[src/rtl/game_ctrl.sv]
// Snake game sequencer: IDLE/PLAY/OVER, frame-paced moves, score; PAUSE state only with GAME_CTRL_PAUSE_EN.
// All outputs registered with 1-clk latency; no backpressure, snake_init/move_tick are single-cycle pulses.
module game_ctrl #(
    parameter int STEP_FRAMES      = 8,
    parameter int OVER_HOLD_FRAMES = 120,
    parameter int SCORE_W          = 8
) (
    input  logic               clk,
    input  logic               rst,
    input  logic               vsync_in,
    input  logic               start_btn,
    input  logic               head_hit_frame,
    input  logic               head_hit_tail,
    input  logic               food_eaten,
    output logic [1:0]         state,
    output logic               snake_init,
    output logic               move_tick,
    output logic [SCORE_W-1:0] score,
    output logic               game_over
);

    typedef enum logic [1:0] {
        S_IDLE  = 2'b00,
        S_PLAY  = 2'b01,
        S_OVER  = 2'b10,
        S_PAUSE = 2'b11
    } state_t;

    localparam logic [7:0] STEP_LAST = 8'(STEP_FRAMES - 1);
    localparam logic [7:0] HOLD_MAX  = 8'(OVER_HOLD_FRAMES);

    state_t             state_q, state_d;
    logic               vsync_q, start_q;
    logic               frame_tick, start_edge, collision;
    logic [7:0]         step_q, step_d;
    logic [7:0]         hold_q, hold_d;
    logic [SCORE_W-1:0] score_d;
    logic               init_d, move_d, over_d;

    assign frame_tick = vsync_in & ~vsync_q;
    assign start_edge = start_btn & ~start_q;
    assign collision  = head_hit_frame | head_hit_tail;
    assign state      = state_q;

    always_comb begin
        state_d = state_q;
        step_d  = step_q;
        hold_d  = hold_q;
        score_d = score;
        init_d  = 1'b0;
        move_d  = 1'b0;
        case (state_q)
            S_IDLE: begin
                if (start_edge) begin
                    state_d = S_PLAY;
                    init_d  = 1'b1;
                    score_d = '0;
                    step_d  = 8'd0;
                end
            end
            S_PLAY: begin
                // Food still counts on the cycle the snake dies.
                if (food_eaten && (score != '1)) begin
                    score_d = score + 1'b1;
                end
                if (collision) begin
                    state_d = S_OVER;
                    hold_d  = 8'd0;
                end else begin
                    if (frame_tick) begin
                        if (step_q == STEP_LAST) begin
                            move_d = 1'b1;
                            step_d = 8'd0;
                        end else begin
                            step_d = step_q + 8'd1;
                        end
                    end
`ifdef GAME_CTRL_PAUSE_EN
                    if (start_edge) begin
                        state_d = S_PAUSE;
                    end
`endif
                end
            end
            S_OVER: begin
                if (frame_tick && (hold_q != HOLD_MAX)) begin
                    hold_d = hold_q + 8'd1;
                end
                if (start_edge && (hold_q == HOLD_MAX)) begin
                    state_d = S_PLAY;
                    init_d  = 1'b1;
                    score_d = '0;
                    step_d  = 8'd0;
                end
            end
`ifdef GAME_CTRL_PAUSE_EN
            S_PAUSE: begin
                // Step counter stays frozen so the move cadence resumes where it left off.
                if (start_edge) begin
                    state_d = S_PLAY;
                end
            end
`endif
            default: state_d = S_IDLE;
        endcase
        over_d = (state_d == S_OVER);
    end

    always_ff @(posedge clk or posedge rst) begin
        if (rst) begin
            state_q    <= S_IDLE;
            vsync_q    <= 1'b1;
            start_q    <= 1'b1;
            step_q     <= 8'd0;
            hold_q     <= 8'd0;
            score      <= '0;
            snake_init <= 1'b0;
            move_tick  <= 1'b0;
            game_over  <= 1'b0;
        end else begin
            state_q    <= state_d;
            vsync_q    <= vsync_in;
            start_q    <= start_btn;
            step_q     <= step_d;
            hold_q     <= hold_d;
            score      <= score_d;
            snake_init <= init_d;
            move_tick  <= move_d;
            game_over  <= over_d;
        end
    end

endmodule

[config.mk]
export PLATFORM = sky130hd
export DESIGN_NAME = game_ctrl
export DESIGN_NICKNAME = d
export VERILOG_FILES = /design/src/rtl/game_ctrl.sv
export SDC_FILE = /design/constraint.sdc
export NUM_CORES = 1
export LEC_CHECK = 0
export CAP_MARGIN = 40
export CORE_AREA = 3 3 70 72
export CTS_CLUSTER_SIZE = 30
export DETAILED_ROUTE_END_ITERATION = 8
export DIE_AREA = 0 0 73 75
export GPL_TIMING_DRIVEN = 0
export PLACE_DENSITY = 0.63
export SETUP_SLACK_MARGIN = 0.2
export SLEW_MARGIN = 20
export SYNTH_ARGS = -nofsm -noshare
export SYNTH_HDL_FRONTEND = slang
export SYNTH_SLANG_ARGS = --single-unit
[constraint.sdc]
create_clock -name clk -period 2.53 [get_ports clk]
set_input_delay 0.253 -clock clk [delete_from_list [all_inputs] [get_ports clk]]
set_output_delay 0.253 -clock clk [all_outputs]
set_load 0.005 [all_outputs]
==> flow_summary.toml <==
[logic_synthesis]
synth_largest_area_cell = "dfrtp_1"
async_flop_share = 1.00
synthTopCellsByCount = "dfrtp_1 (29), nor2_1 (14), nand3_1 (12)"
ys_types = 53
ys.flop_type = "dfrtp_1"
yosysTopAreaCellShare = 0.422
synth.area.top_cells = "dfrtp_1 (42%), nand3_1 (3.5%), dfstp_2 (3.1%)"
yosysWarnings = 0
synth_area_mm2 = 0.00172
syn-mean-instance-area_um2 = 9.89
synth_nets = 185
yosysMostFrequentCell = "dfrtp_1"
synth_seq_cells = 31
synth_edf_count = 0
synth_seq_area_share = 0.452
syn_inst = 174

[clock_network]
path_clk_slew_ns = 0.07
htreeDepth = 2
clk_latency_ns = 0.28
cts_tree = "built"
postCtsSetupRepairBufs = 0
numCtsBuffers = 5
cts_hold_buf = 0
clock-root-buffer = "clkbuf_8"
clockBufferDepth = 2
clock-sinks = 31
cts_resized = 0

[timing]
hold_violations = 0
fin_ws_ns = 0.462
finalSetupViolations = 0
fin_crit_ns = 2.07
setup_tns_ns = 0
slew_headroom = 0.556
fin_skew_ns = 0.00812
worst-slew-pin-transition_ns = 0.666
final_max_slew_viol_count = 0
layout_worst_path_cycle_share = 0.817
fmax_mhz = 484
rsz0062_at_grt = "false"

[power_and_ir_drop]
ir_worst_vdd_mv = 0.325
power_density_mw_per_mm2 = 736
power.total_uw = 1510
power_leakage_uw = 0.000832

[global_route]
grt_overflow = 0
antenna_found_initial = 0
grt_pass1_vias = 1484
grt_max_degree = 32
grt.total_usage = 0.163
grt_pass1_wl_mm = 6.74

[status]
status = "complete, no violations"

[detailed_routing]
vias = 1495
dr.pass1.iters = 4
wirelength_mm = 3.95
remaining_drc_errors = 0
wl_per_cell_um = 15.6
drt-vias-per-instance = 5.91
drtIter0Drc = 66
postRouteAntennaNets = 0

[die]
die-area_mm2 = 0.00548
fp.dieW_um = 73
start_util = 0.395
fp.dieH_um = 75
rows = 24
ios = 20
coreArea_mm2 = 0.00435

[finish]
multi_input_area_um2 = 902
n_antenna_cell = 0
fillers = 417
drive_gt1_frac = 0.0945
fin_nets = 211
register_area_um2 = 778
area_growth_pct = 19.6

[setup_path]
cp_data_arrival_time_ns = 2.23
crit_buf_inv = 1
crit_slowest_cell = "dfrtp_1"
cp_data_required_time_ns = 2.69
ff2ff_setup_slack_ns = 0.46
path_cells = "inv_1 -> ha_1 -> nor3b_1 -> nand3_2 -> and2_1 -> a2bb2o_1"
cp-start-kind = "flip-flop"
worstSetupEndpointType = "flip-flop"
startpoint = "hold_q[0]"
crit-reg2reg-launch = "hold_q[0]"
critPathMaxStageDelay_ns = 0.43
path_max_fanout = 8
crit_family = "simple AND/OR/NAND/NOR gates"
worstSetupPathType = "flip-flop to flip-flop"

[hold_path]
hold_path_class = "input pin to async pin"

[placed_design]
gp_congestion = 0.795
pre_cts_ws_ns = 0.433
dp_hpwl_mm = 2.87
io_buffers = 19

[flow_run]
maxCapViolations = 0
==> final timing paths <==
check / depth (start not counted) / to
setup / recovery: 6 / step_q[1]
hold / removal: 2 / game_over
setup reg to reg: 6 / step_q[1]
hold reg to reg: 1 / move_tick
max in group asynchronous: 2 / hold_q[4]
min in group clk: 1 / vsync_q
==> final cells by class <==
type,instances,area share
multi-input combinational,133,0.439
sequential,31,0.378
timing repair buffer,19,0.0925
clock buffer,7,0.0371
tap,52,0.0316
inverter,8,0.0146
buffer,2,0.00487
clock inverter,1,0.00243
==> logic make-up (layout without fill, tap and decap cells) <==
logic type	Yosys count	after routing	synth area share
xor gates and xnor gates	3	3	0.0153
DFF	31	31	0.452
and+or+nand+nor	72	72	0.238
adders and majority gates	4	4	0.0291
AOI/OAI and AO/OA	51	51	0.224
buffers and inverters	10	37	0.0233
muxes	3	3	0.0182
==> report_power, final <==
part	internal [µW]	switching (µW)	total, µW
Combinational	224	240	464
Sequential	577	100	677
Clock	193	181	373
Total	994	521	1510
==> layout by cell type, fill, tap and decap left out, types with 3 or more instances in the layout <==
cell type	netlist	layout
clkbuf_8	0	5
nor4_1	3	3
o21ai_1	3	3
nand2_1	11	11
ha_1	4	4
o21ai_0	5	5
o2bb2ai_1	3	3
o31ai_1	5	5
nand4_1	4	4
and3_1	3	3
nor2_1	14	14
dfrtp_1	29	29
clkdlybuf4s50_1	0	19
and4_1	3	3
a31oi_1	5	5
o211ai_1	5	5
xor2_1	3	3
inv_1	8	7
nor3_1	5	5
nand3_1	12	12
a21oi_1	7	7
==> state kept, by name (all words and copies together), names as in the netlist <==
signal	count
game_over	1
hold_q	8
move_tick	1
vsync_q	1
score	8
snake_init	1
state	2
start_q	1
step_q	8
==> stage by stage <==
| stage | hold WS [ns] | util | std cells | area, µm² |
|---|---|---|---|---|
| after global placement | 0.503 | 0.454 | 245 | 1980 |
| after detailed placement | 0.507 | 0.454 | 245 | 1980 |
| after CTS | 0.405 | 0.472 | 253 | 2060 |
| after global routing | 0.424 | 0.472 | 253 | 2060 |
| final | 0.384 | 0.472 | 253 | 2060 |
| after floorplan | 0.257 | - | 174 | 1720 |
==> routing by layer <==
metal / GRT usage / vias up / part of all wire
met3: 0.0454 / 9 / 0.038
met1: 0.196 / 729 / 0.45
li1: - / 721 / -
met4: 0.0902 / 0 / 0.022
met5: 0 / - / 0
met2: 0.265 / 36 / 0.49
Power figures use the tool's default switching activity.
